--- src/rtl/audio_adc_rx.sv ---
// I2S-mode ADC serial receiver: synchronizes the codec's bclk/adclrc/adcdat lines into sys_clk
// and deserializes MSB-first left/right words into a coherent parallel sample pair.
module audio_adc_rx #(
  parameter int unsigned WIDTH       = 24,
  parameter int unsigned SYNC_STAGES = 2
) (
  input  logic             sys_clk,
  input  logic             sys_rst_n,
  input  logic             bclk,
  input  logic             adclrc,
  input  logic             adcdat,
  output logic [WIDTH-1:0] data_left,
  output logic [WIDTH-1:0] data_right,
  output logic             sample_valid,
  output logic             locked,
  output logic             frame_err
);

  localparam int unsigned CntW = $clog2(WIDTH + 1);

  typedef enum logic [1:0] {StUnsync, StShift, StWait} state_e;

  // Reset asserts asynchronously and releases on a sys_clk edge.
  logic [1:0] rst_sync_q;
  logic       rst_n;

  always_ff @(posedge sys_clk or negedge sys_rst_n) begin
    if (!sys_rst_n) begin
      rst_sync_q <= '0;
    end else begin
      rst_sync_q <= {rst_sync_q[0], 1'b1};
    end
  end

  assign rst_n = rst_sync_q[1];

  // All three pins go through equal-depth chains so data stays aligned with the bclk edge.
  logic [SYNC_STAGES-1:0] bclk_sync_q, lrc_sync_q, dat_sync_q;
  logic                   bclk_prev_q;
  logic                   bclk_s, lrc_s, dat_s, bit_tick;

  always_ff @(posedge sys_clk or negedge rst_n) begin
    if (!rst_n) begin
      bclk_sync_q <= '0;
      lrc_sync_q  <= '0;
      dat_sync_q  <= '0;
      bclk_prev_q <= 1'b0;
    end else begin
      bclk_sync_q <= {bclk_sync_q[SYNC_STAGES-2:0], bclk};
      lrc_sync_q  <= {lrc_sync_q[SYNC_STAGES-2:0], adclrc};
      dat_sync_q  <= {dat_sync_q[SYNC_STAGES-2:0], adcdat};
      bclk_prev_q <= bclk_s;
    end
  end

  assign bclk_s   = bclk_sync_q[SYNC_STAGES-1];
  assign lrc_s    = lrc_sync_q[SYNC_STAGES-1];
  assign dat_s    = dat_sync_q[SYNC_STAGES-1];
  assign bit_tick = bclk_s & ~bclk_prev_q;

  state_e            state_q, state_d;
  logic              chan_q, chan_d;
  logic              lrc_prev_q, lrc_prev_d;
  logic [WIDTH-1:0]  shift_q, shift_d;
  logic [CntW-1:0]   bit_cnt_q, bit_cnt_d;
  logic [WIDTH-1:0]  left_hold_q, left_hold_d;
  logic [WIDTH-1:0]  data_left_q, data_left_d;
  logic [WIDTH-1:0]  data_right_q, data_right_d;
  logic              valid_q, valid_d;
  logic              err_q, err_d;
  logic              locked_q, locked_d;
  logic              slot_start, commit;
  logic [WIDTH-1:0]  word;
  int unsigned       pad;

  assign slot_start = bit_tick && (lrc_s != lrc_prev_q);

  // The slot-start tick carries the previous word's last bit, so it only re-arms the shifter.
  always_comb begin
    state_d      = state_q;
    chan_d       = chan_q;
    lrc_prev_d   = lrc_prev_q;
    shift_d      = shift_q;
    bit_cnt_d    = bit_cnt_q;
    left_hold_d  = left_hold_q;
    data_left_d  = data_left_q;
    data_right_d = data_right_q;
    locked_d     = locked_q;
    valid_d      = 1'b0;
    err_d        = 1'b0;
    commit       = 1'b0;
    word         = '0;
    pad          = 0;

    if (bit_tick) begin
      lrc_prev_d = lrc_s;
      case (state_q)
        StUnsync: begin
          if (slot_start && !lrc_s) begin
            locked_d  = 1'b1;
            chan_d    = 1'b0;
            shift_d   = '0;
            bit_cnt_d = '0;
            state_d   = StShift;
          end
        end
        StShift: begin
          if (slot_start) begin
            err_d = 1'b1;
            if (bit_cnt_q == '0) begin
              // A slot with no data bits was a glitch: the same channel has started twice.
              locked_d = 1'b0;
              state_d  = StUnsync;
            end else begin
              pad       = WIDTH - 32'(bit_cnt_q);
              word      = shift_q << pad;
              commit    = 1'b1;
              chan_d    = lrc_s;
              shift_d   = '0;
              bit_cnt_d = '0;
            end
          end else begin
            shift_d   = {shift_q[WIDTH-2:0], dat_s};
            bit_cnt_d = bit_cnt_q + CntW'(1);
            if (bit_cnt_q == CntW'(WIDTH - 1)) begin
              word    = {shift_q[WIDTH-2:0], dat_s};
              commit  = 1'b1;
              state_d = StWait;
            end
          end
        end
        StWait: begin
          if (slot_start) begin
            chan_d    = lrc_s;
            shift_d   = '0;
            bit_cnt_d = '0;
            state_d   = StShift;
          end
        end
        default: state_d = StUnsync;
      endcase
    end

    // Outputs only move on a right commit so left/right always belong to the same frame.
    if (commit) begin
      if (chan_q) begin
        data_right_d = word;
        data_left_d  = left_hold_q;
        valid_d      = 1'b1;
      end else begin
        left_hold_d = word;
      end
    end
  end

  always_ff @(posedge sys_clk or negedge rst_n) begin
    if (!rst_n) begin
      state_q      <= StUnsync;
      chan_q       <= 1'b0;
      lrc_prev_q   <= 1'b0;
      shift_q      <= '0;
      bit_cnt_q    <= '0;
      left_hold_q  <= '0;
      data_left_q  <= '0;
      data_right_q <= '0;
      valid_q      <= 1'b0;
      err_q        <= 1'b0;
      locked_q     <= 1'b0;
    end else begin
      state_q      <= state_d;
      chan_q       <= chan_d;
      lrc_prev_q   <= lrc_prev_d;
      shift_q      <= shift_d;
      bit_cnt_q    <= bit_cnt_d;
      left_hold_q  <= left_hold_d;
      data_left_q  <= data_left_d;
      data_right_q <= data_right_d;
      valid_q      <= valid_d;
      err_q        <= err_d;
      locked_q     <= locked_d;
    end
  end

  assign data_left    = data_left_q;
  assign data_right   = data_right_q;
  assign sample_valid = valid_q;
  assign frame_err    = err_q;
  assign locked       = locked_q;

endmodule

--- config.mk ---
export PLATFORM = sky130hd
export DESIGN_NAME = audio_adc_rx
export DESIGN_NICKNAME = d
export VERILOG_FILES = /design/src/rtl/audio_adc_rx.sv
export SDC_FILE = /design/constraint.sdc
export NUM_CORES = 1
export LEC_CHECK = 0
export ABC_AREA = 1
export BUFFER_PORTS_ARGS = -buffer_cell sky130_fd_sc_hd__buf_2
export CORE_MARGIN = 3
export CORE_UTILIZATION = 24
export CTS_BUF_LIST = sky130_fd_sc_hd__clkbuf_16
export CTS_CLUSTER_DIAMETER = 200
export DETAILED_ROUTE_END_ITERATION = 7
export PLACE_DENSITY_LB_ADDON = 0.1
export SYNTH_ARGS = -nofsm -noshare
export SYNTH_HDL_FRONTEND = slang
export SYNTH_SLANG_ARGS = --single-unit
--- constraint.sdc ---
create_clock -name sys_clk -period 3.8 [get_ports sys_clk]
set_clock_uncertainty 0.2 [all_clocks]
set_input_delay 0.38 -clock sys_clk [delete_from_list [all_inputs] [get_ports sys_clk]]
set_output_delay 0.38 -clock sys_clk [all_outputs]
set_load 0.005 [all_outputs]
---- Word level (Yosys, flattened, before mapping) ----
Index checks and enable logic that the tools add are counted.
storage, ports and cells
  memories kept ........................... 0
  bits of input ports ..................... 5
  bits in latches ......................... 0
  register bits ........................... 117
  logic and storage cells ................. 87
  output and inout bits ................... 51
  memory bits (writable) .................. 0
  ROM bits ................................ 0
operators by class
  eq/ne operators ......................... 12
  muxes and demuxes ....................... 40
  divide/modulo/power cells ............... 0
  multiply operators ...................... 0
  bitwise logic cells ..................... 3
  order comparisons ....................... 0
  add/sub/neg operators ................... 2
  reduce and logical (&&, ||, !) cells .... 13
  shifts and indexed selects .............. 1
operators by type and width
  operator                                                               count
  24-bit two-way mux                                                     9
  24-bit one-hot mux with 3 select lines                                 1
  24-bit by 32-bit << shifter with 24-bit output                         1
  5-bit two-way mux                                                      4
  1-bit two-way mux                                                      17
  5-bit one-hot mux with 3 select lines                                  1
  5-bit AND reduction                                                    3
  2-bit two-way mux                                                      5
  2-bit inequality test, second input constant                           5
  3-bit inequality test, second input constant                           3
  2-bit one-hot mux with 3 select lines                                  1
  6-bit AND reduction                                                    1
  5-bit by 5-bit subtractor with 6-bit output, first input constant      1
  5-bit by 1-bit adder with 5-bit output, second input constant          1
  5-bit equality test, second input constant                             1
  5-bit zero test                                                        1
  2-bit AND reduction                                                    2
  1-bit one-hot mux with 3 select lines                                  1
  3-bit nonzero test                                                     1
  2-bit by 1-bit equality test with 1-bit output, second input constant  1
  2-bit equality test, second input constant                             1
  1-bit logical AND                                                      2
  2-bit zero test                                                        1
  1-bit NOT                                                              2
  other kinds (5)                                                        5

---- Longest topological paths before layout ----
Gate-level depths: netlist of run 1.
  depth in word-level cells ............... 7
  mapped depth ............................ 15
  mapped depth without buffers ............ 14

---- Worst setup path before layout of run 1 ----
No wires, ideal clock.
  path type ............................... reg2reg
  start point ............................. register bit_cnt_q[0]
  end point ............................... register data_right_q[16], in the netlist data_right[16]
  path slack .............................. 1.500 ns
  required time ........................... 3.535 ns
  arrival time ............................ 2.035 ns
  setup time .............................. 0.065 ns
  clock period less this slack ............ 2.300 ns
  buffers on the path ..................... 2
  stages on the path, launching flop included .. 14
  cell sequence ........................... dfrtp_1 -> inv_2 -> buf_2 -> ha_1 -> clkinv_1 -> clkbuf_1 -> nand4_1 -> nor2_1 -> nand2_1 -> o21ai_1 -> nand2_1 -> nand2_1 -> nand3_1 -> nand2_1
between the ends
  cells in the longest elaborated chain, start to end .. 6
  elaborated cells between the ends (all ways) .. 15
  classes of those cells .................. add/sub (1); eq/ne (1); shift (1); mux (10); reduce/logical (2)
RTL lines
  item                                                                          RTL line  RTL
  start, declared                                                               65        logic [CntW-1:0] bit_cnt_q, bit_cnt_d;
  start signal, assigned                                                        174       bit_cnt_q <= bit_cnt_d;
  5-bit by 5-bit subtractor with 6-bit output, or another cell as far along     115       pad = WIDTH - 32'(bit_cnt_q);
  24-bit by 32-bit << shifter with 24-bit output, or another cell as far along  116       word = shift_q << pad;
  24-bit two-way mux or 1-bit two-way mux (tied branches)                       110, 108
  24-bit two-way mux or 1-bit two-way mux (tied branches)                       108, 97
  24-bit two-way mux or 1-bit two-way mux (tied branches)                       97, 95
  24-bit two-way mux or 2-bit AND reduction (tied branches)                     -
  end signal, assigned                                                          177       data_right_q <= data_right_d;
  end, declared                                                                 68        logic [WIDTH-1:0] data_right_q, data_right_d;
Several ways; a longest one is shown, not always the timed one.
A chain may end at the register's enable or synchronous reset.

---- Worst setup path in the final report of run 1 ----
  start point ............................. register bit_cnt_q[0]
  end point ............................... register data_right_q[14], in the netlist data_right[14]
The elaborated chain is that of the path after synthesis.

==> impl_metrics.py, run 1 <==
metrics = {
    "floorplanning": {
        "fp.dieW_um": 168,
        "fp.dieH_um": 168,
        "die_area_um2": 28100,
        "initial_core_util": 0.246,
        "num_rows": 58,
        "ios": 56,
        "core_um2": 25500,
    },
    "drt": {
        "vias_per_cell": 4.59,
        "route.met2.wl_um": 8890,
        "drc_errors": 0,
        "vias": 5476,
        "wl_um": 19500,
        "dr.pass1.iters": 5,
        "highest_layer": "met4",
        "drt-wirelength-per-cell_um": 16.4,
        "wl_met1_um": 9680,
        "route.met3.wl_um": 734,
        "antenna_left": 0,
        "drt_iter0_drc": 503,
    },
    "synthesis": {
        "ys_types": 43,
        "synth_async_sr_flop_share": 1.00,
        "synth-main-ff-cell": "dfrtp_1",
        "synth_edf_count": 0,
        "ys_warn_count": 0,
        "syn_area_per_cell_um2": 7.77,
        "seq_area_frac_synth": 0.466,
        "syn_nets": 819,
        "syn-cell-area_um2": 6280,
        "ys_seq_elements": 117,
        "syn_inst": 808,
    },
    "grt": {
        "grt_pass1_wl_um": 32000,
        "antenna_found_initial": 0,
        "first_global_vias": 5486,
        "grtUsageTotal": 0.143,
        "grt_max_degree": 70,
        "gr-total-overflow": 0,
    },
    "place": {
        "dpl.hpwl_um": 13500,
        "gp_congestion": 0.903,
        "dpl.cell_count": 1157,
        "pre_cts_slack_ns": 0.448,
        "portBuffers": 55,
    },
    "sta": {
        "tightest_slew_ns": 0.765,
        "timing_hold_violations_final": 0,
        "fin_ws_ns": 0.304,
        "setup-violations-final": 0,
        "fin_crit_sh": 0.920,
        "relSlewSlack": 0.487,
        "period_needed_ns": 3.50,
        "slew_violations": 0,
        "rsz0062_at_grt": "no",
        "fmaxAchievable_mhz": 286,
        "tns_ns": 0,
    },
    "pwr": {
        "leakage_nw": 3.69,
        "p_per_area_nw_per_um2": 659,
        "worst_ir_drop_vdd_mv": 0.338,
    },
    "critical_path": {
        "cp-start-kind": "flop",
        "path_cells": "inv_2 > ha_1 > clkinv_1 > nand3_1 > nand3_1 > nand2_1 > nor2_1 > o22ai_1 > nand3_1 > nand2_1",
        "path_common_cell": "nand3_1",
        "critPathKind": "reg2reg",
        "cp_top_family": "buffers and inverters",
        "cp.required_ns": 3.95,
        "cp_data_arrival_time_ns": 3.65,
        "path_max_fanout": 26,
        "slowest_delay_ns": 0.64,
        "r2r_start": "bit_cnt_q[0]$_DFFE_PN0P_",
        "critPathSlowestCell": "dfrtp_1",
        "path_buf_inv": 2,
        "critPathCaptureType": "flop",
        "critical_path.startpoint": "bit_cnt_q[0]$_DFFE_PN0P_",
    },
    "job": {
        "max-cap-violations": 0,
    },
    "cts": {
        "cts_tree": "done",
        "cts_max_level": 4,
        "postCtsSetupRepairBufs": 0,
        "cts_resized": 0,
        "clk_latency_ns": 0.42,
        "cts_hold_buf": 4,
        "cts_root_buffer": "clkbuf_16",
        "cts_inserted_buffers": 17,
        "cts.sinks": 117,
        "path_clk_slew_ns": 0.06,
        "cts_buffer_depth": 2,
    },
    "finish": {
        "drive_gt1_frac": 0.159,
        "synthToLayoutAreaGrowth_pct": 18.3,
        "fin_cells": 1193,
        "fin_nets": 861,
        "diodes": 0,
    },
    "status": {
        "status": "finished clean",
    },
    "hold_path": {
        "hold_class": "in2async",
    },
}
-- flip-flops by register name, summed over array words and instances (netlist names) --
register      count
data_left        24
data_right       24
left_hold_q      24
shift_q          24
bit_cnt_q         5
bclk_sync_q       2
dat_sync_q        2
lrc_sync_q        2
rst_sync_q        2
state_q           2
bclk_prev_q       1
chan_q            1
frame_err         1
locked            1
lrc_prev_q        1
sample_valid      1
-- cell type report --
class	instances	area (µm²)
flip-flops and latches	117	2930
clock buffers	17	425
fillers	2788	18000
clock inverters	15	181
repair buffers	71	418
well taps	330	413
inverters	51	191
multi-input cells	592	2860
-- cells in the mapped netlist (2+ instances only) --
master	instances	share of area
nand2_1	290	0.17
nand3_1	156	0.12
dfrtp_1	117	0.47
inv_1	40	0.024
buf_2	25	0.020
o21ai_1	24	0.019
o21ai_0	20	0.016
o22ai_1	18	0.018
a21oi_1	14	0.011
nor2_1	14	0.0084
buf_4	10	0.012
inv_2	10	0.0060
buf_6	6	0.011
clkbuf_1	6	0.0036
ha_1	6	0.012
nand4_1	6	0.0060
nand2_2	5	0.0050
nor2_4	5	0.0090
and2_1	4	0.0040
nor3_1	4	0.0032
o22ai_2	4	0.0080
nor2_2	2	0.0020
o41ai_1	2	0.0028
-- cells in the final DEF (no fill, tap or decap), types with 5 or more instances in the layout --
cell / Yosys / routed
ha_1: 6 / 6
o22ai_1: 18 / 18
buf_2: 25 / 55
o21ai_0: 20 / 20
nand4_1: 6 / 6
o21ai_1: 24 / 24
nor2_4: 5 / 5
nand2_1: 290 / 290
buf_4: 10 / 11
nor2_1: 14 / 14
nand2_2: 5 / 5
nand3_1: 156 / 156
inv_2: 10 / 10
dfrtp_1: 117 / 116
a21oi_1: 14 / 14
clkbuf_16: 0 / 17
inv_1: 40 / 41
-- logic make-up (layout without fill, tap and decap cells) --
kind of cell / count (synthesis) / after routing / share of synthesized area
AND/OR/NAND/NOR: 493 / 493 / 0.349
other: 1 / 1 / 0.000597
adder cells (fa/ha/maj): 6 / 6 / 0.0120
AO/OA/AOI/OAI: 89 / 89 / 0.0871
flip-flops: 117 / 117 / 0.466
buffers and inverters: 99 / 154 / 0.0773
XOR/XNOR: 3 / 3 / 0.00718
-- where the power goes --
part | total (mW) | leakage [nW] | switching, mW | internal (mW)
Clock | 1.67 | 0.287 | 0.639 | 1.03
Combinational | 1.86 | 1.80 | 1.34 | 0.523
Sequential | 1.36 | 1.60 | 0.0650 | 1.29
Total | 4.89 | 3.69 | 2.05 | 2.85
-- stage by stage --
| stage | power [mW] | hold slack [ns] | util | instance area, µm² |
|---|---|---|---|---|
| 2_1_floorplan | 2.77 | -0.116 | - | 6280 |
| 4_1_cts | 4.95 | 0.0481 | 0.291 | 7420 |
| 5_1_grt | 5.25 | 0.0714 | 0.291 | 7420 |
| 3_3_place_gp | 3.27 | -0.0338 | 0.266 | 6780 |
| 6_report | 4.89 | 0.0702 | 0.291 | 7420 |
| 3_5_place_dp | 3.23 | -0.0342 | 0.266 | 6780 |
-- final timing paths --
kind / to / slack [ns] / cells after the start
min: rst_sync_q[1]$_DFF_PN0_ / 0.07 / 2
max reg2reg: data_right[14]$_DFFE_PN0P_ / 0.30 / 10
max in group asynchronous: data_right[2]$_DFFE_PN0P_ / 2.43 / 1
min reg2reg: shift_q[7]$_DFFE_PN0P_ / 0.15 / 0
max: data_right[14]$_DFFE_PN0P_ / 0.30 / 10
min in group sys_clk: bclk_sync_q[1]$_DFF_PN0_ / 0.15 / 0
-- per-layer routing --
layer	track usage	vias up
li1	-	2748
met1	0.208	2601
met2	0.217	112
met3	0.0305	15
met4	0.0338	0
met5	0	-
Power figures use the tool's default switching activity.
==> inputs of run 2 (changes only) <==
--- a/config.mk
+++ b/config.mk
@@ -12,7 +12,7 @@
 export CTS_BUF_LIST = sky130_fd_sc_hd__clkbuf_16
 export CTS_CLUSTER_DIAMETER = 200
 export DETAILED_ROUTE_END_ITERATION = 7
-export PLACE_DENSITY_LB_ADDON = 0.1
+export PLACE_DENSITY = 0.43
 export SYNTH_ARGS = -nofsm -noshare
 export SYNTH_HDL_FRONTEND = slang
 export SYNTH_SLANG_ARGS = --single-unit
==> constraint.sdc (replaced) <==
create_clock -name sys_clk -period 4.01 [get_ports sys_clk]
set_clock_uncertainty 0.2 [all_clocks]
set_input_delay 0.401 -clock sys_clk [delete_from_list [all_inputs] [get_ports sys_clk]]
set_output_delay 0.401 -clock sys_clk [all_outputs]
set_load 0.005 [all_outputs]
==> impl_metrics.py, run 2 (same netlist as run 1, synthesis figures left out) <==
metrics = {
    "sta": {
        "fmaxAchievable_mhz": 351,
        "setup-violations-final": 0,
        "tightest_slew_ns": 0.983,
        "slew_violations": 0,
        "period_needed_ns": 2.85,
        "hold_ws_ns": 0.102,
        "fin_crit_sh": 0.711,
        "relSlewSlack": 0.344,
        "tns_ns": 0,
        "timing_hold_violations_final": 0,
        "rsz0062_at_grt": "no",
    },
    "floorplanning": {
        "ios": 56,
        "initial_core_util": 0.246,
        "fp.dieW_um": 168,
        "num_rows": 58,
        "fp.dieH_um": 168,
        "die_area_um2": 28100,
        "core_um2": 25500,
    },
    "place": {
        "dpl.hpwl_um": 12700,
        "placed_area_um2": 6780,
        "dpl.cell_count": 1159,
        "portBuffers": 55,
        "gp_congestion": 0.891,
    },
    "grt": {
        "grt_max_degree": 73,
        "grtUsageTotal": 0.132,
        "gr-total-overflow": 0,
        "grt_pass1_wl_um": 29900,
        "antenna_found_initial": 0,
        "first_global_vias": 5303,
    },
    "pwr": {
        "p_switching_mw": 1.85,
        "p_per_area_nw_per_um2": 615,
        "leakage_nw": 3.69,
        "internal_power_mw": 2.69,
        "pwr-share-seq": 0.280,
        "swShare": 0.408,
        "power_frac_comb": 0.391,
        "worst_ir_drop_vdd_mv": 0.409,
        "clockPowerShare": 0.329,
    },
    "finish": {
        "diodes": 0,
        "drive_gt1_frac": 0.156,
        "fillers": 2786,
        "final_common_cell": "nand2_1",
        "synthToLayoutAreaGrowth_pct": 17.7,
        "layout_common_cells": "nand2_1, nand3_1, dfrtp_1",
        "design_area_um2": 7390,
        "fin_cells": 1193,
        "final_util": 0.290,
        "fin_nets": 863,
    },
    "critical_path": {
        "cp.required_ns": 4.11,
        "rr_worst_depth": 10,
        "path_max_fanout": 30,
        "cp-start-kind": "flop",
        "critPathCaptureType": "flop",
        "cp_data_arrival_time_ns": 2.95,
        "critPathKind": "reg2reg",
    },
    "cts": {
        "cts_buffer_depth": 2,
        "cts_inserted_buffers": 17,
        "cts_resized": 0,
        "cts_max_level": 4,
        "clk_latency_ns": 0.41,
        "cts_root_buffer": "clkbuf_16",
        "cts_tree": "done",
        "postCtsSetupRepairBufs": 0,
        "path_clk_slew_ns": 0.05,
        "cts.sinks": 117,
    },
    "drt": {
        "vias_per_cell": 4.60,
        "dr.pass1.iters": 4,
        "drt_iter0_drc": 482,
        "wl_um": 18100,
        "drt-wirelength-per-cell_um": 15.2,
        "antenna_left": 0,
        "drc_errors": 0,
        "vias": 5492,
    },
    "job": {
        "max-cap-violations": 0,
    },
    "hold_path": {
        "hold_class": "in2async",
    },
    "status": {
        "status": "finished clean",
    },
}
run 2: changes by cell type in the layout (fill, tap and decap cells not counted), sizes merged:
cell / delta
clkinv: +1
clkinvlp: -3
buf: +2
run 2: layout make-up:
type	count	area (µm²)	area share
sequential	117	2930	0.397
multi-input combinational	592	2860	0.388
clock buffer	17	425	0.0576
timing repair buffer	73	420	0.0569
tap	330	413	0.0559
inverter	51	191	0.0259
clock inverter	13	143	0.0193
run 2: final timing paths:
path                                           from                 endpoint  slack [ns]
max                        bit_cnt_q[0]$_DFFE_PN0P_   state_q[0]$_DFFE_PN0P_        1.16
min                                       sys_rst_n  rst_sync_q[1]$_DFF_PN0_        0.10
max reg2reg                bit_cnt_q[0]$_DFFE_PN0P_   state_q[0]$_DFFE_PN0P_        1.16
min reg2reg                 dat_sync_q[0]$_DFF_PN0_  dat_sync_q[1]$_DFF_PN0_        0.15
max in group asynchronous   rst_sync_q[1]$_DFF_PN0_   shift_q[3]$_DFFE_PN0P_        2.41
min in group sys_clk        dat_sync_q[0]$_DFF_PN0_  dat_sync_q[1]$_DFF_PN0_        0.15
run 2: power by group through the flow:
stage	clock network [mW]	registers (mW)	logic, mW
finish	1.50	1.27	1.78
global route	1.59	1.28	2.00
CTS	1.54	1.27	1.77
detailed placement	0	1.30	1.76
global placement	0	1.30	1.78
floorplan	0	1.29	1.34
run 2: stage by stage:
stage                     power, mW  worst slack (ns)
final                          4.55              1.16
after detailed placement       3.06              1.15
after CTS                      4.59              1.14
after global routing           4.87             0.893
after global placement         3.08              1.18
after floorplan                2.63             0.309
run 2: timing repair:
action,4_1_cts,5_1_grt
setup endpoints to repair,0,0
hold buffers,4,0
endpoints found under the hold margin,5,0
run 2: critical path, stage by stage (launching register included):
cell     delay, ns
dfrtp_1       0.35
buf_4         0.31
ha_1          0.22
nand2_1       0.11
nor3_2        0.19
inv_1         0.07
nor2_2        0.35
inv_1         0.41
nand3_1       0.20
nand2_1       0.10
a32o_1        0.22
run 2: layer usage:
metal	vias up	track usage	wire, µm
met1	2608	0.190	9010
met3	16	0.0300	783
li1	2751	-	-
met2	117	0.204	8130
met4	0	0.0299	215
met5	-	0	0
==> inputs of run 3 (changes only) <==
--- a/config.mk
+++ b/config.mk
@@ -12,7 +12,7 @@
 export CTS_BUF_LIST = sky130_fd_sc_hd__clkbuf_16
 export CTS_CLUSTER_DIAMETER = 200
 export DETAILED_ROUTE_END_ITERATION = 7
-export PLACE_DENSITY = 0.43
+export PLACE_DENSITY = 0.44
 export SYNTH_ARGS = -nofsm -noshare
 export SYNTH_HDL_FRONTEND = slang
 export SYNTH_SLANG_ARGS = --single-unit
==> constraint.sdc (replaced) <==
create_clock -name sys_clk -period 2.4 [get_ports sys_clk]
set_clock_uncertainty 0.2 [all_clocks]
set_input_delay 0.24 -clock sys_clk [delete_from_list [all_inputs] [get_ports sys_clk]]
set_output_delay 0.24 -clock sys_clk [all_outputs]
set_load 0.005 [all_outputs]
==> impl_metrics.py, run 3 (same netlist as run 1, synthesis figures left out) <==
metrics = {
    "status": {
        "status": "finished clean",
    },
    "cts": {
        "cts_buffer_depth": 2,
        "cts.sinks": 117,
        "cts_inserted_buffers": 17,
        "clk_latency_ns": 0.42,
        "path_clk_slew_ns": 0.06,
        "cts_max_level": 4,
        "cts_tree": "done",
        "cts_root_buffer": "clkbuf_16",
    },
    "pwr": {
        "leakage_nw": 3.90,
        "worst_ir_drop_vdd_mv": 0.560,
        "pwr-share-seq": 0.260,
        "clockPowerShare": 0.323,
        "internal_power_mw": 4.80,
        "p_switching_mw": 3.34,
        "swShare": 0.411,
        "power_frac_comb": 0.416,
        "p_per_area_nw_per_um2": 1040,
    },
    "grt": {
        "grt_util_met2": 0.207,
        "antenna_found_initial": 0,
        "use_met3": 0.0290,
        "grtUsageTotal": 0.136,
        "use_met1": 0.192,
        "gr-total-overflow": 0,
        "first_global_vias": 5446,
        "grt_pass1_wl_um": 30500,
        "gr-max-usage-layer": "met2",
        "grt_max_degree": 45,
    },
    "job": {
        "max-cap-violations": 0,
    },
    "drt": {
        "drt-wirelength-per-cell_um": 15.5,
        "dr.pass1.iters": 5,
        "drt_iter0_drc": 449,
        "vias": 5672,
        "vias_per_cell": 4.62,
        "antenna_left": 0,
        "wl_um": 19000,
        "drc_errors": 0,
    },
    "finish": {
        "diodes": 0,
        "fin_nets": 896,
        "final_util": 0.307,
        "fillers": 2750,
        "layout_common_cells": "nand2_1, nand3_1, dfrtp_1",
        "final_common_cell": "nand2_1",
        "synthToLayoutAreaGrowth_pct": 24.7,
        "drive_gt1_frac": 0.199,
    },
    "place": {
        "portBuffers": 55,
        "gp_congestion": 0.883,
        "dpl.hpwl_um": 13300,
        "pre_cts_slack_ns": -0.00734,
    },
    "sta": {
        "rsz0062_at_grt": "yes",
        "fmaxAchievable_mhz": 437,
        "tightest_slew_ns": 0.606,
        "fin_crit_sh": 0.954,
        "slew_violations": 0,
        "hold_ws_ns": 0.149,
        "setup-violations-final": 0,
        "fin_ws_ns": 0.111,
        "timing_hold_violations_final": 0,
        "period_needed_ns": 2.29,
        "relSlewSlack": 0.596,
        "tns_ns": 0,
    },
    "critical_path": {
        "regToRegSetupSlack_ns": 0.11,
        "crit_end": "data_right[8]$_DFFE_PN0P_",
        "cp-start-kind": "flop",
        "critical_path.startpoint": "bit_cnt_q[0]$_DFFE_PN0P_",
        "cp.required_ns": 2.55,
        "rr_worst_depth": 12,
        "cp_data_arrival_time_ns": 2.44,
        "critPathCaptureType": "flop",
        "critPathKind": "reg2reg",
        "path_max_fanout": 24,
        "r2r_start": "bit_cnt_q[0]$_DFFE_PN0P_",
        "r2r-end": "data_right[8]$_DFFE_PN0P_",
    },
    "floorplanning": {
        "core_um2": 25500,
        "fp.dieW_um": 168,
        "die_area_um2": 28100,
        "fp.dieH_um": 168,
        "ios": 56,
        "num_rows": 58,
        "initial_core_util": 0.246,
    },
    "hold_path": {
        "hold_class": "reg2async",
    },
}
[run 3: cell count changes in the layout (fill, tap and decap cells not counted), sizes merged]
cell | before | now
dlygate4sd3 | 4 | 5
clkinv | 7 | 5
inv | 53 | 55
clkinvlp | 1 | 3
nand2 | 296 | 298
buf | 69 | 99
[run 3: worst max-delay path, cell delays in order, from the launching register on]
cell     delay, ns
dfrtp_1       0.39
inv_2         0.08
ha_2          0.31
inv_2         0.10
buf_12        0.17
nand4_1       0.15
nor2_2        0.17
buf_4         0.13
buf_4         0.09
o21ai_1       0.07
o22ai_2       0.17
nand3_1       0.10
nand2_1       0.09
[run 3: how the worst min path moves through the flow]
| stage | from | endpoint | cells after the start |
|---|---|---|---|
| finish | rst_sync_q[1]$_DFF_PN0_ | shift_q[9]$_DFFE_PN0P_ | 0 |
| global placement | sys_rst_n | rst_sync_q[0]$_DFF_PN0_ | 1 |
| floorplan | sys_rst_n | rst_sync_q[0]$_DFF_PN0_ | 0 |
| CTS | lrc_sync_q[0]$_DFF_PN0_ | lrc_sync_q[1]$_DFF_PN0_ | 0 |
| global route | bclk_sync_q[0]$_DFF_PN0_ | bclk_sync_q[1]$_DFF_PN0_ | 0 |
| detailed placement | sys_rst_n | rst_sync_q[0]$_DFF_PN0_ | 1 |
[run 3: routing by layer]
metal / up-vias / part of all wire
met3: 24 / 0.035
met1: 2704 / 0.49
li1: 2819 / -
met4: 0 / 0.019
met2: 125 / 0.45
met5: - / 0
[run 3: timing repair]
| action | CTS | global route |
|---|---|---|
| cloned | 0 | 2 |
| hold endpoints to repair | 5 | 0 |
| hold buffers | 5 | 0 |
| setup endpoints to repair | 2 | 31 |
| resized for setup | 1 | 15 |
| pin swaps | 0 | 4 |
| buffers inserted | 0 | 3 |
[run 3: power groups by stage]
stage | registers [mW] | logic, mW | clock network [mW]
2_1_floorplan | 2.15 | 2.24 | 0
3_3_place_gp | 2.15 | 3.23 | 0
3_5_place_dp | 2.15 | 3.20 | 0
4_1_cts | 2.12 | 3.22 | 2.70
5_1_grt | 2.13 | 3.74 | 2.80
6_report | 2.12 | 3.39 | 2.63
[run 3: area by class of cell]
type / count / area (µm²) / area share
multi-input cells: 594 / 2930 / 0.375
clock inverters: 15 / 178 / 0.0227
repair buffers: 104 / 751 / 0.0959
inverters: 51 / 194 / 0.0248
flip-flops and latches: 117 / 2930 / 0.375
clock buffers: 17 / 425 / 0.0544
well taps: 330 / 413 / 0.0528
[run 3: per-stage QoR]
step	power, mW	std cells	cell area, µm²
floorplan	4.39	808	6280
global placement	5.39	1186	7070
detailed placement	5.35	1186	7070
CTS	8.04	1223	7730
global route	8.67	1228	7830
finish	8.14	1228	7830
